### src/rtl/dispense_sequencer_if.sv
// Host command/status bundle for dispense_sequencer: command handshake plus
// run status pulses. The host side drives commands, the sequencer reports back.
interface dispense_sequencer_if #(
  parameter int NUM_CH = 4,
  parameter int AMT_W  = 2
);
  localparam int CH_W = (NUM_CH > 1) ? $clog2(NUM_CH) : 1;

  logic             cmd_valid;
  logic [CH_W-1:0]  cmd_chan;
  logic [AMT_W-1:0] cmd_amount;
  logic             cmd_dir;
  logic             abort;
  logic             cmd_ack;
  logic             cmd_err;
  logic             busy;
  logic             done;
  logic             aborted;

  modport master (
    output cmd_valid, cmd_chan, cmd_amount, cmd_dir, abort,
    input  cmd_ack, cmd_err, busy, done, aborted
  );

  modport slave (
    input  cmd_valid, cmd_chan, cmd_amount, cmd_dir, abort,
    output cmd_ack, cmd_err, busy, done, aborted
  );
endinterface

### src/rtl/dispense_sequencer.sv
// Multi-channel dispense sequencer: accepts a host command, runs one stepper
// channel for amount*STEPS_PER_UNIT steps, then holds the servo gate open.
module dispense_sequencer #(
  parameter int NUM_CH         = 4,
  parameter int AMT_W          = 2,
  parameter int STEPS_PER_UNIT = 200,
  parameter int STEP_DIV       = 6000,
  parameter int DIR_SETUP      = 120,
  parameter int GATE_CYC       = 6000000,
  parameter int SERVO_PERIOD   = 240000,
  parameter int SERVO_OPEN     = 24000,
  parameter int SERVO_CLOSE    = 12000
) (
  input  logic                 clk_x1,
  input  logic                 rstn,
  dispense_sequencer_if.slave  host,
  output logic [NUM_CH-1:0]    step,
  output logic [NUM_CH-1:0]    dir,
  output logic                 servo_pwm
);
  localparam int CH_W    = (NUM_CH > 1) ? $clog2(NUM_CH) : 1;
  localparam int TGT_MAX = ((1 << AMT_W) - 1) * STEPS_PER_UNIT;
  localparam int TGT_W   = $clog2(TGT_MAX + 1);
  localparam int CNT_MX1 = (DIR_SETUP > STEP_DIV) ? DIR_SETUP : STEP_DIV;
  localparam int CNT_MAX = (CNT_MX1 > GATE_CYC) ? CNT_MX1 : GATE_CYC;
  localparam int CNT_W   = $clog2(CNT_MAX + 1);
  localparam int PWM_W   = $clog2(SERVO_PERIOD + 1);
  localparam int HALF    = STEP_DIV / 2;

  typedef enum logic [1:0] {S_IDLE, S_DIR_SET, S_STEP, S_GATE} state_t;

  state_t           r_state, w_next;
  logic [CH_W-1:0]  r_chan;
  logic [AMT_W-1:0] r_amount;
  logic [TGT_W-1:0] r_steps, w_target;
  logic [CNT_W-1:0] r_cnt;
  logic [NUM_CH-1:0] r_dir;
  logic             r_ack, r_err, r_done, r_aborted;
  logic [PWM_W-1:0] r_width, r_active, r_pwm_cnt;
  logic [31:0]      w_chan_ext;
  logic             w_chan_bad, w_amt_zero, w_dir_end, w_half_end, w_period_end;
  logic             w_gate_end, w_last_step;

  assign w_chan_ext   = 32'(host.cmd_chan);
  assign w_chan_bad   = (w_chan_ext >= 32'(NUM_CH));
  assign w_amt_zero   = (host.cmd_amount == '0);
  assign w_target     = TGT_W'(r_amount) * TGT_W'(STEPS_PER_UNIT);
  assign w_dir_end    = (r_cnt == CNT_W'(DIR_SETUP - 1));
  assign w_half_end   = (r_cnt == CNT_W'(HALF - 1));
  assign w_period_end = (r_cnt == CNT_W'(STEP_DIV - 1));
  assign w_gate_end   = (r_cnt == CNT_W'(GATE_CYC - 1));
  assign w_last_step  = (r_steps == w_target);

  always_ff @(posedge clk_x1 or negedge rstn) begin
    if (!rstn) r_state <= S_IDLE;
    else       r_state <= w_next;
  end

  always_comb begin
    w_next = r_state;
    case (r_state)
      S_IDLE:    if (host.cmd_valid && !w_chan_bad && !w_amt_zero) w_next = S_DIR_SET;
      S_DIR_SET: if (host.abort) w_next = S_IDLE;
                 else if (w_dir_end) w_next = S_STEP;
      S_STEP:    if (host.abort) w_next = S_IDLE;
                 else if (w_period_end && w_last_step) w_next = S_GATE;
      S_GATE:    if (host.abort || w_gate_end) w_next = S_IDLE;
      default:   w_next = S_IDLE;
    endcase
  end

  always_comb begin
    step      = '0;
    host.busy = (r_state != S_IDLE);
    if (r_state == S_STEP && r_cnt < CNT_W'(HALF)) begin
      for (int unsigned i = 0; i < NUM_CH; i++) step[i] = (r_chan == CH_W'(i));
    end
  end

  always_ff @(posedge clk_x1 or negedge rstn) begin
    if (!rstn) begin
      r_chan    <= '0;
      r_amount  <= '0;
      r_steps   <= '0;
      r_cnt     <= '0;
      r_dir     <= '0;
      r_ack     <= 1'b0;
      r_err     <= 1'b0;
      r_done    <= 1'b0;
      r_aborted <= 1'b0;
      r_width   <= PWM_W'(SERVO_CLOSE);
      r_active  <= '0;
      r_pwm_cnt <= '0;
    end else begin
      r_ack     <= 1'b0;
      r_err     <= 1'b0;
      r_done    <= 1'b0;
      r_aborted <= 1'b0;
      // Active width only reloads at the period wrap so pulses are never cut short.
      if (r_pwm_cnt == PWM_W'(SERVO_PERIOD - 1)) begin
        r_pwm_cnt <= '0;
        r_active  <= r_width;
      end else begin
        r_pwm_cnt <= r_pwm_cnt + PWM_W'(1);
      end
      case (r_state)
        S_IDLE: if (host.cmd_valid) begin
          if (w_chan_bad) r_err <= 1'b1;
          else begin
            r_ack <= 1'b1;
            if (w_amt_zero) r_done <= 1'b1;
            else begin
              r_chan   <= host.cmd_chan;
              r_amount <= host.cmd_amount;
              r_cnt    <= '0;
              r_steps  <= '0;
              for (int unsigned i = 0; i < NUM_CH; i++)
                if (host.cmd_chan == CH_W'(i)) r_dir[i] <= host.cmd_dir;
            end
          end
        end
        S_DIR_SET: r_cnt <= w_dir_end ? '0 : r_cnt + CNT_W'(1);
        S_STEP: begin
          r_cnt <= w_period_end ? '0 : r_cnt + CNT_W'(1);
          if (w_half_end) r_steps <= r_steps + TGT_W'(1);
          if (w_period_end && w_last_step) r_width <= PWM_W'(SERVO_OPEN);
        end
        S_GATE: begin
          r_cnt <= r_cnt + CNT_W'(1);
          if (w_gate_end) begin
            r_width <= PWM_W'(SERVO_CLOSE);
            r_done  <= 1'b1;
          end
        end
        default: r_cnt <= '0;
      endcase
      if (r_state != S_IDLE && host.abort) begin
        r_aborted <= 1'b1;
        r_done    <= 1'b0;
        r_width   <= PWM_W'(SERVO_CLOSE);
      end
    end
  end

  assign host.cmd_ack = r_ack;
  assign host.cmd_err = r_err;
  assign host.done    = r_done;
  assign host.aborted = r_aborted;
  assign dir          = r_dir;
  assign servo_pwm    = (r_pwm_cnt < r_active);
endmodule

### src/flat_wrapper.sv
// flat-port wrapper written by rule: the top's interface ports become plain ports
module dispense_sequencer_flat 
#(
  parameter int NUM_CH         = 4,
  parameter int AMT_W          = 2,
  parameter int STEPS_PER_UNIT = 200,
  parameter int STEP_DIV       = 6000,
  parameter int DIR_SETUP      = 120,
  parameter int GATE_CYC       = 6000000,
  parameter int SERVO_PERIOD   = 240000,
  parameter int SERVO_OPEN     = 24000,
  parameter int SERVO_CLOSE    = 12000
)
  (clk_x1, rstn, step, dir, servo_pwm, host_cmd_valid, host_cmd_chan, host_cmd_amount, host_cmd_dir, host_abort, host_cmd_ack, host_cmd_err, host_busy, host_done, host_aborted);
  dispense_sequencer_if #(.NUM_CH(NUM_CH), .AMT_W(AMT_W)) host_i ();
  input  logic clk_x1;
  input  logic rstn;
  output logic [NUM_CH-1:0] step;
  output logic [NUM_CH-1:0] dir;
  output logic servo_pwm;
  input wire logic [$bits(host_i.cmd_valid)-1:0] host_cmd_valid;
  input wire logic [$bits(host_i.cmd_chan)-1:0] host_cmd_chan;
  input wire logic [$bits(host_i.cmd_amount)-1:0] host_cmd_amount;
  input wire logic [$bits(host_i.cmd_dir)-1:0] host_cmd_dir;
  input wire logic [$bits(host_i.abort)-1:0] host_abort;
  output wire logic [$bits(host_i.cmd_ack)-1:0] host_cmd_ack;
  output wire logic [$bits(host_i.cmd_err)-1:0] host_cmd_err;
  output wire logic [$bits(host_i.busy)-1:0] host_busy;
  output wire logic [$bits(host_i.done)-1:0] host_done;
  output wire logic [$bits(host_i.aborted)-1:0] host_aborted;
  assign host_i.cmd_valid = host_cmd_valid;
  assign host_i.cmd_chan = host_cmd_chan;
  assign host_i.cmd_amount = host_cmd_amount;
  assign host_i.cmd_dir = host_cmd_dir;
  assign host_i.abort = host_abort;
  assign host_cmd_ack = host_i.cmd_ack;
  assign host_cmd_err = host_i.cmd_err;
  assign host_busy = host_i.busy;
  assign host_done = host_i.done;
  assign host_aborted = host_i.aborted;
  dispense_sequencer #(.NUM_CH(NUM_CH), .AMT_W(AMT_W), .STEPS_PER_UNIT(STEPS_PER_UNIT), .STEP_DIV(STEP_DIV), .DIR_SETUP(DIR_SETUP), .GATE_CYC(GATE_CYC), .SERVO_PERIOD(SERVO_PERIOD), .SERVO_OPEN(SERVO_OPEN), .SERVO_CLOSE(SERVO_CLOSE)) u_core (.clk_x1(clk_x1), .rstn(rstn), .host(host_i), .step(step), .dir(dir), .servo_pwm(servo_pwm));
endmodule
### config.mk
export PLATFORM = sky130hd
export DESIGN_NAME = dispense_sequencer_flat
export DESIGN_NICKNAME = d
export VERILOG_FILES = /design/src/rtl/dispense_sequencer_if.sv /design/src/rtl/dispense_sequencer.sv /design/src/flat_wrapper.sv
export SDC_FILE = /design/constraint.sdc
export NUM_CORES = 1
export LEC_CHECK = 0
export CORE_MARGIN = 2
export CORE_UTILIZATION = 40
export CTS_CLUSTER_DIAMETER = 30
export DETAILED_ROUTE_END_ITERATION = 6
export PLACE_DENSITY = 0.55
export SLEW_MARGIN = 10
export SYNTH_ARGS = -nofsm -noshare
export SYNTH_HDL_FRONTEND = slang
export SYNTH_SLANG_ARGS = --single-unit
### constraint.sdc
create_clock -name clk_x1 -period 2.57 [get_ports clk_x1]
set_input_delay 0.257 -clock clk_x1 [delete_from_list [all_inputs] [get_ports clk_x1]]
set_output_delay 0.257 -clock clk_x1 [all_outputs]
set_load 0.02 [all_outputs]
==> results of run 1 <==
-- area by class of cell --
class	count	share of cell area
multi-input cells	324	0.4485
flip-flops and latches	69	0.3603
repair buffers	55	0.09757
clock buffers	13	0.03522
well taps	133	0.03470
inverters	25	0.01957
clock inverters	3	0.004174
-- flip-flops by register name (all words and copies together), names as in the netlist --
register	count
u_core.r_pwm_cnt	18
u_core.r_state	2
u_core.host.cmd_ack	1
u_core.r_steps	10
u_core.r_chan	2
u_core.host.done	1
u_core.r_cnt	23
u_core.dir	4
u_core.host.aborted	1
u_core.r_amount	2
u_core.r_width	2
u_core.r_active	3
-- routing by layer --
layer / GRT usage / up-vias / wire length [µm]
met4: 0.06564 / 0 / 140
met3: 0.04135 / 11 / 291
met1: 0.2502 / 1609 / 4601
met2: 0.2664 / 42 / 4062
met5: 0 / - / 0
li1: - / 1637 / -
-- layout by cell type (no fill, tap or decap), drive strengths merged, types with 3 or more instances in the layout --
cell type	n
a21oi	15
a221o	4
a22o	4
and2	6
and3	13
buf	34
clkbuf	14
clkdlybuf4s50	15
dfrtp	68
ha	19
inv	25
mux2	4
mux2i	6
nand2	56
nand2b	3
nand3	32
nand4	10
nor2	37
nor2b	4
nor3	13
nor4	7
o21ai	15
o22ai	3
o311ai	5
or2	3
or3	3
or4b	3
xnor2	18
xor2	9
-- logic make-up (layout without fill, tap and decap cells) --
| group | Yosys count | count (layout) |
|---|---|---|
| adder cells (fa/ha/maj) | 19 | 19 |
| buffers and inverters | 42 | 96 |
| AO/OA/AOI/OAI | 67 | 67 |
| multiplexers | 10 | 10 |
| XOR/XNOR | 27 | 27 |
| flip-flops | 69 | 69 |
| AND/OR/NAND/NOR | 200 | 200 |
| other | 1 | 1 |
-- stage by stage --
stage / area, µm² / utilization / worst slack (ns)
6_report: 4796 / 0.4907 / 0.1683
5_1_grt: 4796 / 0.4907 / 0.01500
4_1_cts: 4777 / 0.4887 / 0.05193
3_5_place_dp: 4578 / 0.4684 / 0.05769
3_3_place_gp: 4578 / 0.4684 / 0.1368
2_1_floorplan: 4016 / - / 0.2412
-- how the worst max path moves through the flow --
stage | from | end | slack (ns) | depth (start not counted)
final | u_core.r_cnt[16] | step[2] | 0.17 | 7
after global routing | u_core.r_cnt[16] | step[3] | 0.01 | 7
after CTS | u_core.r_cnt[0] | u_core.r_cnt[10] | 0.05 | 8
after detailed placement | u_core.r_cnt[0] | u_core.r_cnt[10] | 0.06 | 8
after global placement | host_cmd_amount[1] | u_core.r_steps[9] | 0.14 | 7
after floorplan | u_core.r_state[0] | u_core.r_steps[9] | 0.24 | 10
-- what timing repair did --
item | 4_1_cts | 5_1_grt
setup endpoints to repair | 5 | 24
resized for setup | 6 | 9
hold endpoints to repair | 44 | 0
hold buffers | 1 | 0
-- critical path: stages, from the launching register on --
cell,delay [ns]
dfrtp_1,0.41
nor4_4,0.33
nand3_2,0.18
buf_4,0.19
nor3_1,0.16
nand2_1,0.10
nor2_1,0.10
clkdlybuf4s15_1,0.32
-- power breakdown --
part / switching (mW) / total, mW / internal (mW)
sequential: 0.0818 / 1.27 / 1.19
combinational: 0.647 / 1.12 / 0.474
clock: 0.426 / 0.854 / 0.428
total: 1.15 / 3.25 / 2.09
==> impl_metrics.yaml, run 1 <==
status:
  status: "finished clean"
routing:
  avgViaCountPerCell: 5.304
  routed_wl_mm: 9.095
  dr.first_iter.drc_count: 168
  first_pass_iters: 4
  wire_per_inst_um: 14.62
  vias: 3299
  drc_errors: 0
  ant_nets: 0
floorplan:
  dieArea_um2: 10860
  die_width_um: 104.2
  rows: 36
  start_util: 0.4109
  ios: 23
  fp.dieH_um: 104.2
  core_area_um2: 9774
global_routing:
  grt_pass1_wl_mm: 15.64
  grt_overflow: 0
  antenna_found_initial: 0
  grt_use_total: 0.1778
  grt_start_max_net_pins: 40
  grt_pass1_vias: 3236
worst_setup_path:
  r2r_slack_ns: 0.20
  cp_max_fo: 3
  reg2reg_depth: 8
  worst-setup-path-type: "reg -> out"
  start_kind: "register"
  cp.arrival_ns: 2.14
  worstPathRequired_ns: 2.31
  worstReg2RegStart: "u_core.r_cnt[0]"
  r2r_end: "u_core.r_cnt[10]"
  critical_path.endpoint_type: "output pin"
sta:
  clock_skew_ns: 0.01224
  slew_headroom: 0.6181
  finalHoldViolCount: 0
  rsz0062_at_grt: "no"
  setup_viol: 0
  max_slew.worst_pin.slew_ns: 0.5681
  fin_crit_sh: 0.9345
  setup_tns_ns: 0
  max_freq_mhz: 416.4
  holdWs_ns: 0.2300
  min_period_ns: 2.402
  slew_violations: 0
final_layout:
  syn2layout_area_growth_pct: 19.41
  fin_cells: 622
  multi_input_area_um2: 2151
  nNetsFinal: 512
  fillers: 926
  ff_latch_area_um2: 1728
  drive_gt1_frac: 0.1493
  antenna_cells: 0
clocking:
  post_cts_buffers: 0
  numCtsBuffers: 9
  cts_root_buffer: "clkbuf_8"
  cts_tree: "done"
  cts.sinks: 69
  clock_path_buffers: 2
  htree_levels: 3
  clock_latency_ns: 0.37
  clkTransAtPathRegs_ns: 0.07
logic_synthesis:
  synth-compound-area-share: 0.1187
  yosys-top-cells-count: "dfrtp_1 (68), nand2_1 (56), nor2_1 (37)"
  synth_xor_area_frac: 0.05888
  syn_area_um2: 4016
  ys_types: 59
  synth_fa_ha_area_frac: 0.05919
  synth-seq-cells: 69
  async_reset_ff_frac: 1.000
  ys_seq_area_frac: 0.4302
  ys.flop_type: "dfrtp_1"
  syn_nets: 463
  synth_top_family_by_area: "simple AND/OR/NAND/NOR gates"
  synth_edf_count: 0
  synthSimpleGateAreaFrac: 0.2620
  synth_cells: 435
  syn_avg_cell_area_um2: 9.233
  yosys-mux-area-fraction: 0.02617
  synth_top_area_cell: "dfrtp_1"
  synth_top_area_share: 0.4237
  synth.area.top_cells: "dfrtp_1 (42%), ha_1 (5.9%), nand2_1 (5.2%)"
  synth_warnings: 0
  synth.most_common_cell: "dfrtp_1"
place:
  dp_hpwl_mm: 6.524
  dp_cells: 605
  place.gp.congestion: 0.8053
  numPortBuffers: 21
pwr:
  leakagePower_nw: 2.073
  total_power_mw: 3.247
  p_per_area_nw_per_um2: 677.0
  ir_drop_v: 0.0003360
run:
  max_cap_viol_count: 0
worst_hold_path:
  hold_class: "in -> async"
No activity file was read; power rests on OpenSTA's default activity.
==> run 2: changes to the inputs <==
--- a/config.mk
+++ b/config.mk
@@ -10,7 +10,7 @@
 export CTS_CLUSTER_DIAMETER = 30
 export DETAILED_ROUTE_END_ITERATION = 6
 export PLACE_DENSITY = 0.55
-export SLEW_MARGIN = 10
+export SLEW_MARGIN = 20
 export SYNTH_ARGS = -nofsm -noshare
 export SYNTH_HDL_FRONTEND = slang
 export SYNTH_SLANG_ARGS = --single-unit
==> results of run 2 <==
Final layout, timing and power as in run 1 (identical DEF).
==> run 3: changes to the inputs <==
--- a/config.mk
+++ b/config.mk
@@ -7,7 +7,6 @@
 export LEC_CHECK = 0
 export CORE_MARGIN = 2
 export CORE_UTILIZATION = 40
-export CTS_CLUSTER_DIAMETER = 30
 export DETAILED_ROUTE_END_ITERATION = 6
 export PLACE_DENSITY = 0.55
 export SLEW_MARGIN = 20
==> results of run 3 <==
Final layout, timing and power as in run 1 (identical DEF).
